<file path="src/rtl/alu_op_decoder_stage.sv">
// ---------------------------------------------------------------------------
// alu_op_decoder_stage
//
// Registered decode stage between the instruction-decode register and the
// ALU/execute stage. It turns the RISC-V opcode/funct3/funct7 fields into the
// ALU Operation code plus a few side flags. Decoded entries are held in a
// 2-entry skid buffer so that in_ready can be a plain register.
//
// Ports:
//   clk            clock, all state updates on the rising edge
//   rst_n          asynchronous active-low reset, drops all buffered entries
//   flush          synchronous flush, empties the buffer at the next edge
//   in_valid       upstream fields valid
//   in_ready       stage can accept (registered)
//   in_opcode      instruction[6:0]
//   in_funct3      instruction[14:12]
//   in_funct7      instruction[31:25]
//   out_valid      decoded entry available
//   out_ready      downstream accepts
//   out_operation  ALU Operation code
//   out_src_b_imm  ALU SrcB is the immediate
//   out_is_branch  conditional branch
//   out_br_invert  branch taken when ALU result is 0
//   out_illegal    unsupported encoding
//
// Optional feature, enabled by defining ALU_DECODE_STATS_EN:
//   stat_accepted  saturating count of accepted entries
//   stat_illegal   saturating count of accepted entries decoded as illegal
// ---------------------------------------------------------------------------
module alu_op_decoder_stage #(
  parameter int OPCODE_LENGTH  = 4,
  parameter int INSTR_OPCODE_W = 7
) (
  input  logic                      clk,
  input  logic                      rst_n,
  input  logic                      flush,
  input  logic                      in_valid,
  output logic                      in_ready,
  input  logic [INSTR_OPCODE_W-1:0] in_opcode,
  input  logic [2:0]                in_funct3,
  input  logic [6:0]                in_funct7,
  output logic                      out_valid,
  input  logic                      out_ready,
  output logic [OPCODE_LENGTH-1:0]  out_operation,
  output logic                      out_src_b_imm,
  output logic                      out_is_branch,
  output logic                      out_br_invert,
  output logic                      out_illegal
`ifdef ALU_DECODE_STATS_EN
  ,
  output logic [31:0]               stat_accepted,
  output logic [31:0]               stat_illegal
`endif
);

  // ALU Operation codes
  localparam logic [OPCODE_LENGTH-1:0] OP_AND  = OPCODE_LENGTH'(4'b0000);
  localparam logic [OPCODE_LENGTH-1:0] OP_OR   = OPCODE_LENGTH'(4'b0001);
  localparam logic [OPCODE_LENGTH-1:0] OP_ADD  = OPCODE_LENGTH'(4'b0010);
  localparam logic [OPCODE_LENGTH-1:0] OP_SUB  = OPCODE_LENGTH'(4'b0011);
  localparam logic [OPCODE_LENGTH-1:0] OP_SLL  = OPCODE_LENGTH'(4'b0100);
  localparam logic [OPCODE_LENGTH-1:0] OP_SLT  = OPCODE_LENGTH'(4'b0101);
  localparam logic [OPCODE_LENGTH-1:0] OP_XOR  = OPCODE_LENGTH'(4'b0110);
  localparam logic [OPCODE_LENGTH-1:0] OP_SRL  = OPCODE_LENGTH'(4'b0111);
  localparam logic [OPCODE_LENGTH-1:0] OP_SRA  = OPCODE_LENGTH'(4'b1000);
  localparam logic [OPCODE_LENGTH-1:0] OP_EQ   = OPCODE_LENGTH'(4'b1010);
  localparam logic [OPCODE_LENGTH-1:0] OP_NE   = OPCODE_LENGTH'(4'b1011);
  localparam logic [OPCODE_LENGTH-1:0] OP_SLTU = OPCODE_LENGTH'(4'b1100);
  localparam logic [OPCODE_LENGTH-1:0] OP_LT   = OPCODE_LENGTH'(4'b1101);

  // Instruction opcodes
  localparam logic [INSTR_OPCODE_W-1:0] OPC_RTYPE  = INSTR_OPCODE_W'(7'b0110011);
  localparam logic [INSTR_OPCODE_W-1:0] OPC_IALU   = INSTR_OPCODE_W'(7'b0010011);
  localparam logic [INSTR_OPCODE_W-1:0] OPC_LOAD   = INSTR_OPCODE_W'(7'b0000011);
  localparam logic [INSTR_OPCODE_W-1:0] OPC_STORE  = INSTR_OPCODE_W'(7'b0100011);
  localparam logic [INSTR_OPCODE_W-1:0] OPC_JALR   = INSTR_OPCODE_W'(7'b1100111);
  localparam logic [INSTR_OPCODE_W-1:0] OPC_BRANCH = INSTR_OPCODE_W'(7'b1100011);

  localparam logic [6:0] F7_BASE = 7'b0000000;
  localparam logic [6:0] F7_ALT  = 7'b0100000;

  // Buffer FSM states
  localparam logic [1:0] ST_EMPTY = 2'd0;
  localparam logic [1:0] ST_ONE   = 2'd1;
  localparam logic [1:0] ST_TWO   = 2'd2;

  // Stored entry layout: {illegal, br_invert, is_branch, src_b_imm, operation}
  localparam int ENTRY_W = OPCODE_LENGTH + 4;

  logic [OPCODE_LENGTH-1:0] dec_op;
  logic                     dec_imm;
  logic                     dec_br;
  logic                     dec_inv;
  logic                     dec_ill;
  logic [ENTRY_W-1:0]       dec_entry;

  logic [1:0]         state;
  logic [1:0]         state_nxt;
  logic [ENTRY_W-1:0] head;
  logic [ENTRY_W-1:0] tail;
  logic               push;
  logic               pop;

  // Field decode of the incoming instruction.
  always_comb begin
    dec_op  = OP_AND;
    dec_imm = 1'b0;
    dec_br  = 1'b0;
    dec_inv = 1'b0;
    dec_ill = 1'b0;
    case (in_opcode)
      OPC_RTYPE: begin
        if (in_funct7 == F7_BASE) begin
          case (in_funct3)
            3'b000:  dec_op = OP_ADD;
            3'b001:  dec_op = OP_SLL;
            3'b010:  dec_op = OP_SLT;
            3'b011:  dec_op = OP_SLTU;
            3'b100:  dec_op = OP_XOR;
            3'b101:  dec_op = OP_SRL;
            3'b110:  dec_op = OP_OR;
            default: dec_op = OP_AND;
          endcase
        end else if (in_funct7 == F7_ALT && in_funct3 == 3'b000) begin
          dec_op = OP_SUB;
        end else if (in_funct7 == F7_ALT && in_funct3 == 3'b101) begin
          dec_op = OP_SRA;
        end else begin
          dec_ill = 1'b1;
        end
      end
      OPC_IALU: begin
        // funct7 only matters for the shift-immediate forms
        dec_imm = 1'b1;
        case (in_funct3)
          3'b000:  dec_op = OP_ADD;
          3'b001: begin
            dec_op  = OP_SLL;
            dec_ill = (in_funct7 != F7_BASE);
          end
          3'b010:  dec_op = OP_SLT;
          3'b011:  dec_op = OP_SLTU;
          3'b100:  dec_op = OP_XOR;
          3'b101: begin
            if (in_funct7 == F7_BASE)     dec_op = OP_SRL;
            else if (in_funct7 == F7_ALT) dec_op = OP_SRA;
            else                          dec_ill = 1'b1;
          end
          3'b110:  dec_op = OP_OR;
          default: dec_op = OP_AND;
        endcase
      end
      OPC_LOAD, OPC_STORE, OPC_JALR: begin
        dec_op  = OP_ADD;
        dec_imm = 1'b1;
      end
      OPC_BRANCH: begin
        // BGE/BGEU reuse LT/SLTU with the taken sense inverted
        dec_br = 1'b1;
        case (in_funct3)
          3'b000: dec_op = OP_EQ;
          3'b001: dec_op = OP_NE;
          3'b100: dec_op = OP_LT;
          3'b101: begin
            dec_op  = OP_LT;
            dec_inv = 1'b1;
          end
          3'b110: dec_op = OP_SLTU;
          3'b111: begin
            dec_op  = OP_SLTU;
            dec_inv = 1'b1;
          end
          default: dec_ill = 1'b1;
        endcase
      end
      default: dec_ill = 1'b1;
    endcase
    // An illegal entry carries nothing but the illegal flag.
    if (dec_ill) begin
      dec_op  = OP_AND;
      dec_imm = 1'b0;
      dec_br  = 1'b0;
      dec_inv = 1'b0;
    end
  end

  assign dec_entry = {dec_ill, dec_inv, dec_br, dec_imm, dec_op};

  assign out_valid = (state != ST_EMPTY);
  assign push      = in_valid & in_ready;
  assign pop       = out_valid & out_ready;

  // Next buffer occupancy. A push in TWO cannot happen because in_ready
  // is already low there.
  always_comb begin
    state_nxt = state;
    if (flush) begin
      state_nxt = ST_EMPTY;
    end else begin
      case (state)
        ST_EMPTY: if (push) state_nxt = ST_ONE;
        ST_ONE: begin
          if (push && !pop)      state_nxt = ST_TWO;
          else if (!push && pop) state_nxt = ST_EMPTY;
        end
        ST_TWO:   if (pop) state_nxt = ST_ONE;
        default:  state_nxt = ST_EMPTY;
      endcase
    end
  end

  // in_ready is registered from the next state so it never depends
  // combinationally on out_ready.
  always_ff @(posedge clk or negedge rst_n) begin
    if (!rst_n) begin
      state    <= ST_EMPTY;
      in_ready <= 1'b1;
    end else begin
      state    <= state_nxt;
      in_ready <= (state_nxt != ST_TWO);
    end
  end

  // Entry storage: head feeds the outputs, tail is the skid slot.
  always_ff @(posedge clk or negedge rst_n) begin
    if (!rst_n) begin
      head <= '0;
      tail <= '0;
    end else if (!flush) begin
      case (state)
        ST_EMPTY: if (push) head <= dec_entry;
        ST_ONE: begin
          if (push && pop) head <= dec_entry;
          else if (push)   tail <= dec_entry;
        end
        ST_TWO:   if (pop) head <= tail;
        default: ;
      endcase
    end
  end

  assign out_operation = head[OPCODE_LENGTH-1:0];
  assign out_src_b_imm = head[OPCODE_LENGTH];
  assign out_is_branch = head[OPCODE_LENGTH+1];
  assign out_br_invert = head[OPCODE_LENGTH+2];
  assign out_illegal   = head[OPCODE_LENGTH+3];

`ifdef ALU_DECODE_STATS_EN
  // Saturating counters; a flush does not clear them.
  always_ff @(posedge clk or negedge rst_n) begin
    if (!rst_n) begin
      stat_accepted <= '0;
      stat_illegal  <= '0;
    end else if (push) begin
      if (stat_accepted != 32'hFFFF_FFFF) stat_accepted <= stat_accepted + 32'd1;
      if (dec_ill && stat_illegal != 32'hFFFF_FFFF) stat_illegal <= stat_illegal + 32'd1;
    end
  end
`endif

endmodule

</file>
<file path="config.mk">
export PLATFORM = sky130hd
export DESIGN_NAME = alu_op_decoder_stage
export DESIGN_NICKNAME = d
export VERILOG_FILES = /design/src/rtl/alu_op_decoder_stage.sv
export SDC_FILE = /design/constraint.sdc
export NUM_CORES = 1
export LEC_CHECK = 0
export CAP_MARGIN = 20
export CORE_ASPECT_RATIO = 1.5
export CORE_UTILIZATION = 52
export CTS_CLUSTER_DIAMETER = 50
export DETAILED_ROUTE_END_ITERATION = 7
export PLACE_DENSITY = 0.92
export REMOVE_ABC_BUFFERS = 1
export SLEW_MARGIN = 20
export SYNTH_ARGS = -nofsm -noshare
export SYNTH_HDL_FRONTEND = slang
export SYNTH_SLANG_ARGS = --single-unit
</file>
<file path="constraint.sdc">
create_clock -name clk -period 4.5 [get_ports clk]
set_clock_uncertainty 0.2 [all_clocks]
set_input_delay 0.9 -clock clk [delete_from_list [all_inputs] [get_ports clk]]
set_output_delay 0.9 -clock clk [all_outputs]
set_load 0.005 [all_outputs]
</file>
# Yosys cells after proc, flatten, opt, wreduce, memory -nomap -nowiden
# Cells that the tools add are included.
# Widths: inputs -> output; s select.
dict set report classes {
  n_eq_ne 20
  n_mux 35
  bitwise_logic 4
  n_reduce_logical 21
}
# op n
set op_table {}
lappend op_table {{$pmux 4 s7} 2}
lappend op_table {{$pmux 4 s4} 2}
lappend op_table {{$mux 4} 6}
lappend op_table {{$mux 8} 3}
lappend op_table {{$pmux 8 s3} 1}
lappend op_table {{$eq 7x6->1 const B} 3}
lappend op_table {{$eq 7x7->1 const B} 2}
lappend op_table {{$mux 1} 13}
lappend op_table {{$eq 3x3->1 const B} 4}
lappend op_table {{$mux 2} 5}
lappend op_table {{$ne 2x2->1 const B} 4}
lappend op_table {{$eq 7x2->1 const B} 1}
lappend op_table {{$eq 7x5->1 const B} 1}
lappend op_table {{$logic_not 7->1} 1}
lappend op_table {{$reduce_bool 7->1} 1}
lappend op_table {{$eq 3x2->1 const B} 2}
lappend op_table {{$pmux 2 s3} 1}
lappend op_table {{$reduce_or 2->1} 3}
lappend op_table {{$reduce_or 6->1} 1}
lappend op_table {{$logic_and 1x1->1} 5}
lappend op_table {{$reduce_and 5->1} 1}
lappend op_table {{$pmux 1 s4} 1}
lappend op_table {{$reduce_and 4->1} 1}
lappend op_table {{$reduce_or 4->1} 1}
lappend op_table {{other kinds (12)} 15}
dict set report word_totals {
  ff_bits 19
  in_bits 22
  output_inout_bits 10
  word_cells 84
}

# Longest topological paths before layout
# Gate-level depths: netlist of run 1.
dict set report logic_depth {
  ltp_word 9
  depth_mapped 7
  ltp_nobuf 5
}

# Least setup slack after synthesis of run 1
# Ideal clock, no wire load.
dict set report synth_timing {
  path_kind {input -> register}
  startpoint {input in_opcode[0]}
  endpoint {register tail[7]}
  arrival_ns 2.169
  t_required_ns 4.175
  slack_ns 2.006
  cell_stages 6
  path_buffers 1
  path_cell_list {and3b_1 clkbuf_1 and4_1 a211o_1 or2_1 mux2_2}
}
dict set report synth_between {
  elab_chain_len 3
  elab_cells_between_ends 8
  cone_classes {eq/ne (6); mux (1); reduce/logical (1)}
}
# element line
set synth_lines {}
lappend synth_lines {{start: declaration} 39} ;# input logic [INSTR_OPCODE_W-1:0] in_opcode,
lappend synth_lines {{$eq 7x2->1, or another cell as far along} 111} ;# case (in_opcode)
lappend synth_lines {{$reduce_or 3->1} 111}
lappend synth_lines {{$pmux 1 s4 (*)} 111}
lappend synth_lines {{end signal: assignment} 234} ;# else if (push) tail <= dec_entry;
lappend synth_lines {{end: declaration} 100} ;# logic [ENTRY_W-1:0] tail;
# Mark *: on every way between the ends. The rest lies on a longest branch, timed or not.
# A chain may end at the register's enable or synchronous reset.

# Final worst setup path of run 1
dict set report layout_timing {
  startpoint {input in_funct3[2]}
  endpoint {register tail[2]}
}
dict set report layout_between {
  elab_chain_len 7
  elab_cells_between_ends 26
  cone_classes {eq/ne (7); mux (13); reduce/logical (6)}
}
# element line
set layout_lines {}
lappend layout_lines {{start: declaration} 40} ;# input logic [2:0] in_funct3,
lappend layout_lines {{$eq 3x3->1} -}
lappend layout_lines {{$logic_and 1x1->1} 126} ;# end else if (in_funct7 == F7_ALT && in_funct3 == 3'b101) begin
lappend layout_lines {{$mux 1} 126}
lappend layout_lines {{$mux 1} 124} ;# end else if (in_funct7 == F7_ALT && in_funct3 == 3'b000) begin
lappend layout_lines {{$mux 1} 113} ;# if (in_funct7 == F7_BASE) begin
lappend layout_lines {{$pmux 1 s4} 111}
lappend layout_lines {{$mux 4 (*)} 179} ;# if (dec_ill) begin
# Marks and branches as above.

==> flow_summary.toml, run 1 <==
[pwr]
switching_share_pct = 27.14
p_switching_uw = 95.61
clkPwrFrac_pct = 23.9
p_seq_share_pct = 52.6
vdd_drop_max_v = 0.0001166
leakagePower_uw = 0.0006562
p_int_uw = 256.7
cellPowerDensity_nw_per_um2 = 218.6
combPwrFrac_pct = 23.5

[routing]
drcViolationCount = 0
firstDrtPassIters = 5
postRouteAntennaNets = 0
avgRoutedWirePerCell_um = 14.98
drt_iter0_drc = 60
wirelength_um = 3071
vias = 1325
vias_per_cell = 6.463

[setup_path]
crit_type = "primary input to flip-flop"
path_buf_inv = 1
path_max_fanout = 16
crit_slowest_cell = "clkdlybuf4s50_1"
crit_path_start_kind = "primary input"
endpoint_kind = "flip-flop"
worst_path_dominant_cell_family = "compound AO/OA/AOI/OAI gates"
worstPathRequired_ns = 4.49
crit_path_cell_trace = "clkdlybuf4s50_1 > nor3b_1 > o31a_1 > a211o_1 > or2_1 > o31ai_1"
cp.arrival_ns = 2.89
max_stage_delay_ns = 0.78

[synthesis]
yosys-top-cells-count = "nand2_1, dfrtp_1, nor2_1"
syn_area_per_cell_um2 = 8.287
async_flop_share_pct = 100.0
synth_flop_cell = "dfrtp_1"
syn_area_um2 = 1276
synth.most_common_cell = "nand2_1"
ys_ff_latch = 19
yosysSeqAreaShare_pct = 37.35
ys.warnings.count = 0
synth.distinct_cells = 46
synthCells = 154
synth.area.top_cells = "dfrtp_1, nand2_1, nand3_1, o21ai_0, nor2_1"
synth_top_area_cell = "dfrtp_1"
synth_top_area_share_pct = 35.29
synth_edf_count = 0

[placed_design]
dp_hpwl_um = 2421
portBuffers = 31
place_congestion = 0.8301
dpl-instance-area_um2 = 1585

[global_route]
grt_max_degree = 20
grt_pass1_vias = 1276
grt_pass1_wl_um = 5064
antenna_found_initial = 0
grtUsageTotal_pct = 24.51
gr-total-overflow = 0

[cells_and_area]
layout-drive-gt1-share_pct = 7.692
antenna_cells = 0
nNetsFinal = 205
final.fill_count = 181
areaGrowthSynthToFinish_pct = 26.27
regArea_um2 = 476.7
multi_input_area_um2 = 754.5
finalInstanceArea_um2 = 1612

[clock_network]
clk_pin_slew_worst_paths_ns = 0.10
post_cts_resized = 0
cts_setup_buffers = 0
cts-htree-levels = 1
cts-buffers-inserted = 3
hold_buffers = 0
clk_latency_ns = 0.29
cts_root_buf = "clkbuf_4"
max-clock-path-buffers = 2
cts_sinks = 19
cts_tree = "built"

[sta]
hold_viol = 0
worstMarginPinSlew_ns = 0.8074
rsz0062_at_grt = "false"
fin_crit_sh_pct = 64.41
hold_ws_ns = 0.2956
max_freq_mhz = 345.0
drv_slew = 0
setup_viol = 0
period_needed_ns = 2.899
tns_ns = 0
worst_slew_margin_rel_pct = 46.01

[floorplan]
rows = 21
core-area_um2 = 2286
die_h_um = 62.68
dieArea_um2 = 2661
floorplan.initialDensity_pct = 55.83
num_io_pins = 32
die_x_um = 42.45

[worst_hold_path]
worstHoldPathType = "flip-flop to flip-flop"

[outcome]
status = "complete, no violations"

[job]
drv_cap = 0
path summary, 6_finish.rpt:
check	start	to	slack [ns]	cells after the start
max in group asynchronous	rst_n	head[2]$_DFFE_PN0P_	2.74	1
min in group asynchronous	rst_n	tail[0]$_DFFE_PN0P_	0.86	1
setup / recovery	in_funct3[2]	tail[2]$_DFFE_PN0P_	1.60	6
setup reg to reg	state[1]$_DFF_PN0_	head[2]$_DFFE_PN0P_	2.08	5
hold reg to reg	tail[1]$_DFFE_PN0P_	tail[1]$_DFFE_PN0P_	0.30	1
hold / removal	tail[1]$_DFFE_PN0P_	tail[1]$_DFFE_PN0P_	0.30	1
cells in the final DEF (no fill, tap or decap), types with 2 or more instances in the layout:
cell type / instances
clkdlybuf4s50_1: 31
nand2_1: 24
dfrtp_1: 18
nor2_1: 12
o21ai_0: 10
nand3_1: 10
a21oi_1: 6
nor2b_1: 5
inv_1: 4
nor3_1: 4
and3b_1: 4
a31oi_1: 4
o211ai_1: 4
o31ai_1: 4
nand2b_1: 3
mux2_2: 3
clkbuf_4: 3
xor2_1: 2
a211o_1: 2
or3_1: 2
a21o_1: 2
layer usage:
metal	GRT usage (%)	vias to the layer above	part of all wire (%)
li1	-	620	-
met3	4.913	17	6.3
met2	45.00	80	53
met1	24.16	608	38
met5	0	-	0
met4	14.45	0	3.6
worst reg2reg max path, stage by stage (launching register included):
cell	delay (ns)
dfrtp_1	0.44
nor2b_1	0.57
nand2_1	0.22
a21oi_2	0.42
nand2_1	0.23
o31ai_1	0.26
cell families after synthesis:
| logic type | count (synthesis) | share of synthesized area (%) |
|---|---|---|
| AOI/OAI and AO/OA | 41 | 21.47 |
| xor gates and xnor gates | 2 | 1.373 |
| buffers and inverters | 11 | 3.528 |
| DFF | 19 | 37.35 |
| muxes | 4 | 3.431 |
| and+or+nand+nor | 77 | 32.85 |
power by group through the flow:
| stage | sequential, µW | combinational, µW | clock [µW] |
|---|---|---|---|
| after detailed placement | 188 | 82.0 | 0 |
| after floorplan | 188 | 33.3 | 0 |
| after global placement | 188 | 78.3 | 0 |
| final | 185 | 82.9 | 84.2 |
| after global routing | 186 | 89.8 | 90.3 |
| after CTS | 185 | 82.3 | 83.7 |
state kept, by name, summed over array words and instances, names as in the netlist:
| register | cells |
|---|---|
| head | 8 |
| tail | 8 |
| state | 2 |
| in_ready | 1 |
through the flow:
stage          power [µW]  setup slack (ns)  std cells  utilization [%]
2_1_floorplan       221.0             2.007        147                -
3_3_place_gp        266.0             1.421        201            69.35
3_5_place_dp        270.3             1.328        201            69.35
4_1_cts             351.0             1.614        205            70.50
5_1_grt             366.1             1.490        205            70.50
6_report            352.3             1.601        205            70.50
cell type report:
type                            count  share of cell area [%]
Inverter                            4                  0.9317
Multi-Input combinational cell    124                   46.82
Sequential cell                    19                   29.58
Tap cell                           23                   1.786
Clock buffer                        4                   1.630
Timing Repair Buffer               31                   19.25
No activity file was read; power rests on OpenSTA's default activity.
==> inputs of run 2 (changes only) <==
--- a/config.mk
+++ b/config.mk
@@ -7,10 +7,10 @@
 export LEC_CHECK = 0
 export CAP_MARGIN = 20
 export CORE_ASPECT_RATIO = 1.5
-export CORE_UTILIZATION = 52
+export CORE_UTILIZATION = 44
 export CTS_CLUSTER_DIAMETER = 50
 export DETAILED_ROUTE_END_ITERATION = 7
-export PLACE_DENSITY = 0.92
+export PLACE_DENSITY = 0.84
 export REMOVE_ABC_BUFFERS = 1
 export SLEW_MARGIN = 20
 export SYNTH_ARGS = -nofsm -noshare
==> constraint.sdc (replaced) <==
create_clock -name clk -period 2.51 [get_ports clk]
set_clock_uncertainty 0.2 [all_clocks]
set_input_delay 0.502 -clock clk [delete_from_list [all_inputs] [get_ports clk]]
set_output_delay 0.502 -clock clk [all_outputs]
set_load 0.005 [all_outputs]
==> run 2 against run 1 <==
  * Clock power up 150%
  * Largest cell class unchanged
  * Sequential cell count stayed put
  * Register-to-register slack worse by 1.6 ns
  * Count of clock-buffer cells in the layout is the same
  * Critical endpoint is now head[1]$_DFFE_PN0P_
  * Final cell count is 18% higher
  * Via count rose by 2.2%
==> flow_summary.toml, run 2 (synthesized netlist as in run 1, its figures left out) <==
[cells_and_area]
finalInstanceArea_um2 = 1813
final.fill_count = 257
layout_common_cells = "clkdlybuf4s50_1, nand2_1, buf_4"
nNetsFinal = 227
antenna_cells = 0
top_regs = "head (8), tail (8), state (2)"
areaGrowthSynthToFinish_pct = 42.06
layout-drive-gt1-share_pct = 17.65
final_util_pct = 67.02
layout_commonest_cell = "clkdlybuf4s50_1"

[global_route]
grt_max_degree = 20
gr-total-overflow = 0
antenna_found_initial = 0
grtUsageTotal_pct = 23.08
grt_pass1_vias = 1330
grt_pass1_wl_um = 5313

[worst_hold_path]
min_delay_path_depth = 2
worstHoldPathType = "flip-flop to flip-flop"

[routing]
drcViolationCount = 0
drt_iter0_drc = 35
postRouteAntennaNets = 0
firstDrtPassIters = 4
vias_per_cell = 5.618
avgRoutedWirePerCell_um = 13.24
vias = 1354
wirelength_um = 3190

[clock_network]
cts-buffers-inserted = 3
cts_setup_buffers = 0
post_cts_resized = 0
cts-htree-levels = 1
cts_tree = "built"
cts_sinks = 19
max-clock-path-buffers = 2
clk_pin_slew_worst_paths_ns = 0.06
hold_buffers = 0
clk_latency_ns = 0.25
cts_root_buf = "clkbuf_8"

[setup_path]
crit_slowest_cell = "clkdlybuf4s50_1"
crit_path_cell_trace = "clkdlybuf4s50_1 > nor4_4 > buf_4 > nand3_1 > a311o_1 > a31oi_1 > mux2_2"
endpoint_kind = "flip-flop"
r2r_cells = 6
cp.arrival_ns = 2.30
crit_type = "primary input to flip-flop"
max_stage_delay_ns = 0.44
path_max_fanout = 6
worstPathRequired_ns = 2.51
crit_path_start_kind = "primary input"

[placed_design]
portBuffers = 31
place_congestion = 0.9055
dp_hpwl_um = 2638
dpl-instance-area_um2 = 1768

[sta]
worst_slew_margin_rel_pct = 73.82
hold_ws_ns = 0.2785
worstMarginPinSlew_ns = 0.3828
max_freq_mhz = 434.7
hold_viol = 0
tns_ns = 0
fin_crit_sh_pct = 91.66
setup_viol = 0
rsz0062_at_grt = "false"
period_needed_ns = 2.301
drv_slew = 0

[floorplan]
core-area_um2 = 2705
rows = 23
die_h_um = 67.96
die_x_um = 45.98
dieArea_um2 = 3124
floorplan.initialDensity_pct = 47.18
num_io_pins = 32

[job]
drv_cap = 0

[pwr]
power_uw = 712.4
leakagePower_uw = 0.0007721
cellPowerDensity_nw_per_um2 = 392.9
vdd_drop_max_v = 0.0002061

[outcome]
status = "complete, no violations"
-- run 2: worst paths after layout --
path	slack (ns)	from	end
worst max-delay path	0.21	in_funct7[1]	head[1]$_DFFE_PN0P_
min in group asynchronous	0.38	rst_n	tail[6]$_DFFE_PN0P_
max in group asynchronous	1.47	rst_n	in_ready$_DFF_PN1_
worst min register to register	0.28	head[6]$_DFFE_PN0P_	head[6]$_DFFE_PN0P_
worst min-delay path	0.28	head[6]$_DFFE_PN0P_	head[6]$_DFFE_PN0P_
worst max register to register	0.50	in_ready$_DFF_PN1_	head[2]$_DFFE_PN0P_
-- run 2: report_power, final --
group	internal, µW	switching (µW)
combinational	95.7	75.6
clock	113	95.8
sequential	322	9.92
total	531	181
-- run 2: area by class of cell --
cell class / count / area [µm²] / area share, %
clock buffers: 4 / 45.04 / 2.484
inverters: 4 / 15.01 / 0.8282
multi-input cells: 124 / 754.5 / 41.61
flip-flops and latches: 19 / 476.7 / 26.29
well taps: 37 / 46.29 / 2.553
repair buffers: 53 / 475.5 / 26.22
-- run 2: per-stage QoR --
stage	worst slack [ns]	cells
4_1_cts	0.2166	241
5_1_grt	0.04344	241
6_report	0.2094	241
3_5_place_dp	-0.04951	237
2_1_floorplan	0.4155	147
3_3_place_gp	-0.02234	237
-- run 2: metal layers --
| layer | vias up | GRT usage (%) | routed length, µm |
|---|---|---|---|
| li1 | 659 | - | - |
| met1 | 632 | 22.24 | 1200 |
| met2 | 53 | 44.19 | 1779 |
| met3 | 10 | 2.375 | 129 |
| met4 | 0 | 13.97 | 81 |
| met5 | - | 0 | 0 |
-- run 2: worst max-delay path, delay by kind of cell --
kind	cells	cell delay, ns
muxes	1	0.16
and+or+nand+nor	2	0.44
AOI/OAI and AO/OA	2	0.56
buffers and inverters	2	0.64
